**config.mk**
```make
export PLATFORM = sky130hd
export DESIGN_NAME = io_bus_master
export DESIGN_NICKNAME = d
export VERILOG_FILES = /design/src/rtl/io_bus_master.sv
export SDC_FILE = /design/constraint.sdc
export NUM_CORES = 1
export LEC_CHECK = 0
export CORE_AREA = 2 2 100 126
export DETAILED_ROUTE_END_ITERATION = 10
export DIE_AREA = 0 0 102 128
export DONT_BUFFER_PORTS = 1
export GPL_ROUTABILITY_DRIVEN = 1
export PLACE_DENSITY = 0.75
export SYNTH_ARGS = -nofsm -noshare
export SYNTH_HDL_FRONTEND = slang
export SYNTH_SLANG_ARGS = --single-unit
export TNS_END_PERCENT = 30
```
**constraint.sdc**
```tcl
create_clock -name clk -period 5 [get_ports clk]
set_input_delay 0.5 -clock clk [delete_from_list [all_inputs] [get_ports clk]]
set_output_delay 0.5 -clock clk [all_outputs]
set_load 0.01 [all_outputs]
```
**src/rtl/io_bus_master.sv**
```systemverilog
// Initiator for the bit-per-address I/O window: one write sweep then one pipelined read sweep per pass.
// Optional IO_AUTO_RESCAN_EN: with auto_en=1, a new pass starts RESCAN_GAP idle cycles after each DONE.
//
//   state | meaning
//   IDLE  | waiting for start
//   WRITE | one cycle per channel, masked write of the latched value bit
//   READ  | one read issued per channel, capture lags issue by one cycle
//   DRAIN | capture last channel, publish rd_shadow
//   DONE  | done pulse
//   GAP   | auto-rescan countdown (IO_AUTO_RESCAN_EN only)
module io_bus_master #(
    parameter int                   WIDTH      = 16,
    parameter int                   ADDR_BITS  = 16,
    parameter logic [ADDR_BITS-1:0] BASE_ADR   = '0,
    parameter int                   N_CH       = 32,
    parameter int                   RESCAN_GAP = 8
) (
    input  logic                 clk,
    input  logic                 reset,
    input  logic                 start,
    input  logic [31:0]          wr_value,
    input  logic [31:0]          wr_mask,
    input  logic                 auto_en,
    input  logic [WIDTH-1:0]     memdata,
    output logic                 en,
    output logic                 memwrite,
    output logic                 memread,
    output logic [ADDR_BITS-1:0] adr,
    output logic [WIDTH-1:0]     writedata,
    output logic [31:0]          rd_shadow,
    output logic                 busy,
    output logic                 done
);

    typedef enum logic [2:0] {
        S_IDLE,
        S_WRITE,
        S_READ,
        S_DRAIN,
        S_DONE
`ifdef IO_AUTO_RESCAN_EN
        , S_GAP
`endif
    } state_t;

    localparam logic [4:0]  LAST    = 5'(N_CH - 1);
    localparam logic [31:0] CH_MASK = 32'((64'd1 << N_CH) - 64'd1);

    state_t                 state_q, state_d;
    logic [4:0]             idx_q, idx_d;
    logic [31:0]            value_q, value_d;
    logic [31:0]            mask_q, mask_d;
    logic [31:0]            work_q, work_d;
    logic [31:0]            rd_shadow_q, rd_shadow_d;
    logic                   en_q, en_d;
    logic                   memwrite_q, memwrite_d;
    logic                   memread_q, memread_d;
    logic [ADDR_BITS-1:0]   adr_q, adr_d;
    logic [WIDTH-1:0]       writedata_q, writedata_d;
    logic                   busy_q, busy_d;
    logic                   done_q, done_d;
    logic                   launch;

`ifdef IO_AUTO_RESCAN_EN
    logic [15:0]            gap_cnt_q, gap_cnt_d;
`else
    logic                   unused_auto_en;
    assign unused_auto_en = auto_en;
`endif
    logic                   unused_memdata;
    assign unused_memdata = ^memdata[WIDTH-1:1];

    always_ff @(posedge clk or posedge reset) begin
        if (reset) begin
            state_q     <= S_IDLE;
            idx_q       <= '0;
            value_q     <= '0;
            mask_q      <= '0;
            work_q      <= '0;
            rd_shadow_q <= '0;
            en_q        <= 1'b0;
            memwrite_q  <= 1'b0;
            memread_q   <= 1'b0;
            adr_q       <= '0;
            writedata_q <= '0;
            busy_q      <= 1'b0;
            done_q      <= 1'b0;
`ifdef IO_AUTO_RESCAN_EN
            gap_cnt_q   <= '0;
`endif
        end else begin
            state_q     <= state_d;
            idx_q       <= idx_d;
            value_q     <= value_d;
            mask_q      <= mask_d;
            work_q      <= work_d;
            rd_shadow_q <= rd_shadow_d;
            en_q        <= en_d;
            memwrite_q  <= memwrite_d;
            memread_q   <= memread_d;
            adr_q       <= adr_d;
            writedata_q <= writedata_d;
            busy_q      <= busy_d;
            done_q      <= done_d;
`ifdef IO_AUTO_RESCAN_EN
            gap_cnt_q   <= gap_cnt_d;
`endif
        end
    end

    always_comb begin
        state_d     = state_q;
        idx_d       = idx_q;
        value_d     = value_q;
        mask_d      = mask_q;
        work_d      = work_q;
        rd_shadow_d = rd_shadow_q;
        launch      = 1'b0;
`ifdef IO_AUTO_RESCAN_EN
        gap_cnt_d   = gap_cnt_q;
`endif

        case (state_q)
            S_IDLE: launch = start;
            S_WRITE: begin
                if (idx_q == LAST) begin
                    state_d = S_READ;
                    idx_d   = '0;
                end else begin
                    idx_d = idx_q + 5'd1;
                end
            end
            S_READ: begin
                if (idx_q != 5'd0)
                    work_d[idx_q - 5'd1] = memdata[0];
                if (idx_q == LAST) begin
                    state_d = S_DRAIN;
                    idx_d   = '0;
                end else begin
                    idx_d = idx_q + 5'd1;
                end
            end
            S_DRAIN: begin
                work_d[LAST] = memdata[0];
                rd_shadow_d  = work_d & CH_MASK;
                state_d      = S_DONE;
            end
            S_DONE: begin
                state_d = S_IDLE;
`ifdef IO_AUTO_RESCAN_EN
                if (auto_en) begin
                    if (RESCAN_GAP == 0) begin
                        launch = 1'b1;
                    end else begin
                        state_d   = S_GAP;
                        gap_cnt_d = 16'(RESCAN_GAP - 1);
                    end
                end
`endif
            end
`ifdef IO_AUTO_RESCAN_EN
            S_GAP: begin
                if (!auto_en)
                    state_d = S_IDLE;
                else if (start || gap_cnt_q == 16'd0)
                    launch = 1'b1;
                else
                    gap_cnt_d = gap_cnt_q - 16'd1;
            end
`endif
            default: state_d = S_IDLE;
        endcase

        if (launch) begin
            state_d = S_WRITE;
            idx_d   = '0;
            value_d = wr_value;
            mask_d  = wr_mask;
        end

        // Bus outputs are registered from the next state so each channel appears in its own cycle.
        en_d        = 1'b0;
        memwrite_d  = 1'b0;
        memread_d   = 1'b0;
        adr_d       = '0;
        writedata_d = '0;
        if (state_d == S_WRITE && mask_d[idx_d]) begin
            en_d        = 1'b1;
            memwrite_d  = 1'b1;
            adr_d       = BASE_ADR | ADDR_BITS'(idx_d);
            writedata_d = WIDTH'(value_d[idx_d]);
        end else if (state_d == S_READ) begin
            en_d      = 1'b1;
            memread_d = 1'b1;
            adr_d     = BASE_ADR | ADDR_BITS'(idx_d);
        end
        busy_d = (state_d == S_WRITE) || (state_d == S_READ) || (state_d == S_DRAIN);
        done_d = (state_d == S_DONE);
    end

    assign en        = en_q;
    assign memwrite  = memwrite_q;
    assign memread   = memread_q;
    assign adr       = adr_q;
    assign writedata = writedata_q;
    assign rd_shadow = rd_shadow_q;
    assign busy      = busy_q;
    assign done      = done_q;

endmodule

```
==> impl_metrics.py <==
metrics = {
    "sta": {
        "max_slew_margin_pct": 33.21,
        "finalSetupViolCount": 0,
        "hold_viol_final": 0,
        "fin_crit_sh_pct": 78.14,
        "finalCriticalPeriod_ps": 3907,
        "setup_tns_ps": 0,
        "hold_slack_ps": 88.89,
        "rsz0062_at_grt": "no",
        "tightest_slew_ps": 1002,
        "max_freq_mhz": 255.9,
        "timing.final.max_slew_violations": 0,
        "clock_skew_ps": 10.79,
    },
    "grt": {
        "grt_pass1_wl_um": 23690,
        "first_global_vias": 4841,
        "antenna_found_initial": 0,
        "grt_usage_pct": 23.18,
        "grt_overflow_total": 0,
        "grt_max_degree": 90,
    },
    "status": {
        "status": "finished clean",
    },
    "placement": {
        "gp_congestion": 0.8606,
        "hpwl_um": 9870,
        "dp.cells": 839,
        "io_buffers": 0,
        "place_area_um2": 6924,
    },
    "critical_path": {
        "r2r_cells": 11,
        "arrival_ps": 4210,
        "r2r-start": "idx_q[0]",
        "cp_cell_sequence": "inv_1 -> ha_1 -> nor2b_1 -> and2_1 -> nor2_4 -> inv_2 -> a211oi_1 -> o21ai_0 -> o311ai_1 -> o311ai_2 -> and2_1",
        "regToRegEndpoint": "adr[0]",
        "regToRegSetupSlack_ps": 1090,
        "cp-end-kind": "register",
        "cp-start-kind": "register",
        "critPathCapture": "adr[0]",
        "critical_path_peak_fanout": 27,
        "worstSetupStartpoint": "idx_q[0]",
        "cpPeakStageDelay_ps": 530,
        "worstPathRequired_ps": 5300,
        "path_common_cell": "and2_1",
        "critPathKind": "register to register",
        "critPathSlowestCell": "dfrtp_1",
    },
    "die": {
        "start_util_pct": 58.42,
        "die-area_um2": 13060,
        "rows": 45,
        "io_pins": 153,
        "fp.dieW_um": 102,
        "chipHeight_um": 128,
        "coreArea_um2": 11940,
    },
    "clocking": {
        "cts_root_buf": "clkbuf_16",
        "cts_tree": "yes",
        "cts_setup_buffers": 0,
        "cts-resized-gates": 0,
        "clk_latency_ps": 420,
        "cts_hold_buf": 0,
        "clk_path_buf_depth": 2,
        "htree_num_levels": 4,
        "cts_sinks": 146,
        "cts-buffers-inserted": 17,
        "clkTransAtPathRegs_ps": 60,
    },
    "finish": {
        "fin_area_um2": 7516,
        "fin_cells": 871,
        "mostFrequentLayoutCells": "nand2_1 (229), dfrtp_1 (146), mux2_2 (65)",
        "final_common_cell": "nand2_1",
        "area_growth_pct": 7.788,
        "final_layout_size_suffix_gt1_share_pct": 15.84,
        "nNetsFinal": 785,
        "antennaDiodeCount": 0,
    },
    "yosys": {
        "synth_area_leaders": "dfrtp_1 (52%), nand2_1 (12%), mux2_2 (10%), buf_4 (3.0%), nor2_1 (1.9%)",
        "synth-async-reset-ratio_pct": 100.0,
        "ys_types": 62,
        "netlist_area_um2": 6973,
        "synth_top_cell_area_share_pct": 52.40,
        "synth_seq_cells": 146,
        "synthFlopType": "dfrtp_1",
        "syn_inst": 708,
        "yosys.area.top_type": "dfrtp_1",
        "syn_avg_cell_area_um2": 9.849,
        "ys_seq_area_share_pct": 52.40,
        "ys_warn_count": 0,
        "synth_edf_count": 0,
    },
    "detailed_routing": {
        "routedWlPerCell_um": 16.61,
        "wl_met1_um": 5893,
        "dr.first_iter.drc_count": 408,
        "highest_layer": "met4",
        "drt_first_pass_iters": 4,
        "dr_wl_met3_um": 712,
        "drc_errors": 0,
        "routed_wirelength_um": 14470,
        "wl_met2_um": 7524,
        "ant_nets": 0,
        "vias": 4883,
        "viasPerCell": 5.606,
    },
    "hold_path": {
        "hold_path.class": "primary input to async pin",
    },
    "power": {
        "ir_drop_mv": 0.4103,
        "power-per-cell-area_nw_per_um2": 675.8,
        "p_leak_nw": 3.685,
    },
    "job": {
        "cap_viol_max_count": 0,
    },
}
-- layer usage --
metal	global-route usage, %	up-vias
met3	5.344	24
met5	0	-
met1	29.07	2415
met4	9.725	0
li1	-	2300
met2	38.43	144
-- synth_stat cells, types with 3 or more instances --
| library cell | instances |
|---|---|
| mux2_2 | 65 |
| buf_1 | 4 |
| a31oi_1 | 3 |
| clkbuf_1 | 14 |
| o22ai_1 | 3 |
| o211ai_1 | 8 |
| buf_6 | 4 |
| o2111ai_1 | 4 |
| or4_1 | 3 |
| mux2i_1 | 10 |
| dfrtp_1 | 146 |
| o21ai_0 | 11 |
| o22a_1 | 3 |
| nor2b_1 | 5 |
| nor3_1 | 5 |
| buf_4 | 28 |
| a21oi_1 | 12 |
| and2_1 | 11 |
| o21a_1 | 3 |
| nand3_1 | 14 |
| nor2_1 | 35 |
| nand2_1 | 229 |
| a21o_1 | 3 |
| nor4_1 | 4 |
| o21ai_1 | 4 |
| buf_2 | 12 |
| inv_1 | 11 |
| ha_1 | 7 |
| inv_2 | 4 |
-- cell type report --
class | instances | area (µm²)
inverters | 15 | 61.31
repair buffers | 4 | 30.03
fillers | 991 | 4420
clock buffers | 23 | 488.0
multi-input cells | 510 | 2974
clock inverters | 9 | 103.9
flip-flops and latches | 146 | 3654
well taps | 164 | 205.2
-- worst min-delay path by stage --
stage	endpoint	start	slack, ps
detailed placement	value_q[7]	value_q[7]	460
global placement	value_q[7]	value_q[7]	450
global route	mask_q[23]	reset	170
CTS	mask_q[29]	reset	120
floorplan	value_q[4]	value_q[4]	440
finish	mask_q[23]	reset	90
-- per-stage QoR --
| step | total power, mW | util, % | setup WS (ps) |
|---|---|---|---|
| after floorplan | 3.422 | - | 577.0 |
| after global placement | 3.717 | 58.01 | 1285 |
| after detailed placement | 3.815 | 58.01 | 1230 |
| after CTS | 5.094 | 62.97 | 1118 |
| after global routing | 5.417 | 62.97 | 840.6 |
| final | 5.080 | 62.97 | 1093 |
-- kinds of logic (layout without fill, tap and decap cells) --
kind of cell    after synthesis  count (layout)  synth area share (%)
fa+ha+maj                     7               7                 1.256
mux                          76              76                 12.09
simple gates                319             319                 19.31
flops                       146             146                 52.40
other cells                   1              26               0.05378
xor+xnor                      3               3                0.3769
compound gates               79              79                 8.219
buf+inv                      77              51                 6.298
-- sequential cells by signal, indices dropped and copies added (netlist names) --
register / flops
idx_q: 5
rd_shadow: 32
memwrite: 1
done: 1
value_q: 32
adr: 5
en: 1
busy: 1
mask_q: 32
writedata: 1
work_q: 31
memread: 1
state_q: 3
-- critical path: cells and delay by family, from the launching register on --
family / cells / cell delay, ps
simple gates: 4 / 1110
buf+inv: 2 / 480
compound gates: 4 / 1330
flops: 1 / 530
fa+ha+maj: 1 / 320
-- report_power, final --
part           internal, mW  switching (mW)  total, mW  leakage [nW]
sequential             1.57           0.287       1.85          1.85
combinational         0.751            1.21       1.96          1.54
clock                 0.785           0.477       1.26         0.289
total                  3.10            1.98       5.08          3.68
(Power assumes the default switching activity.)
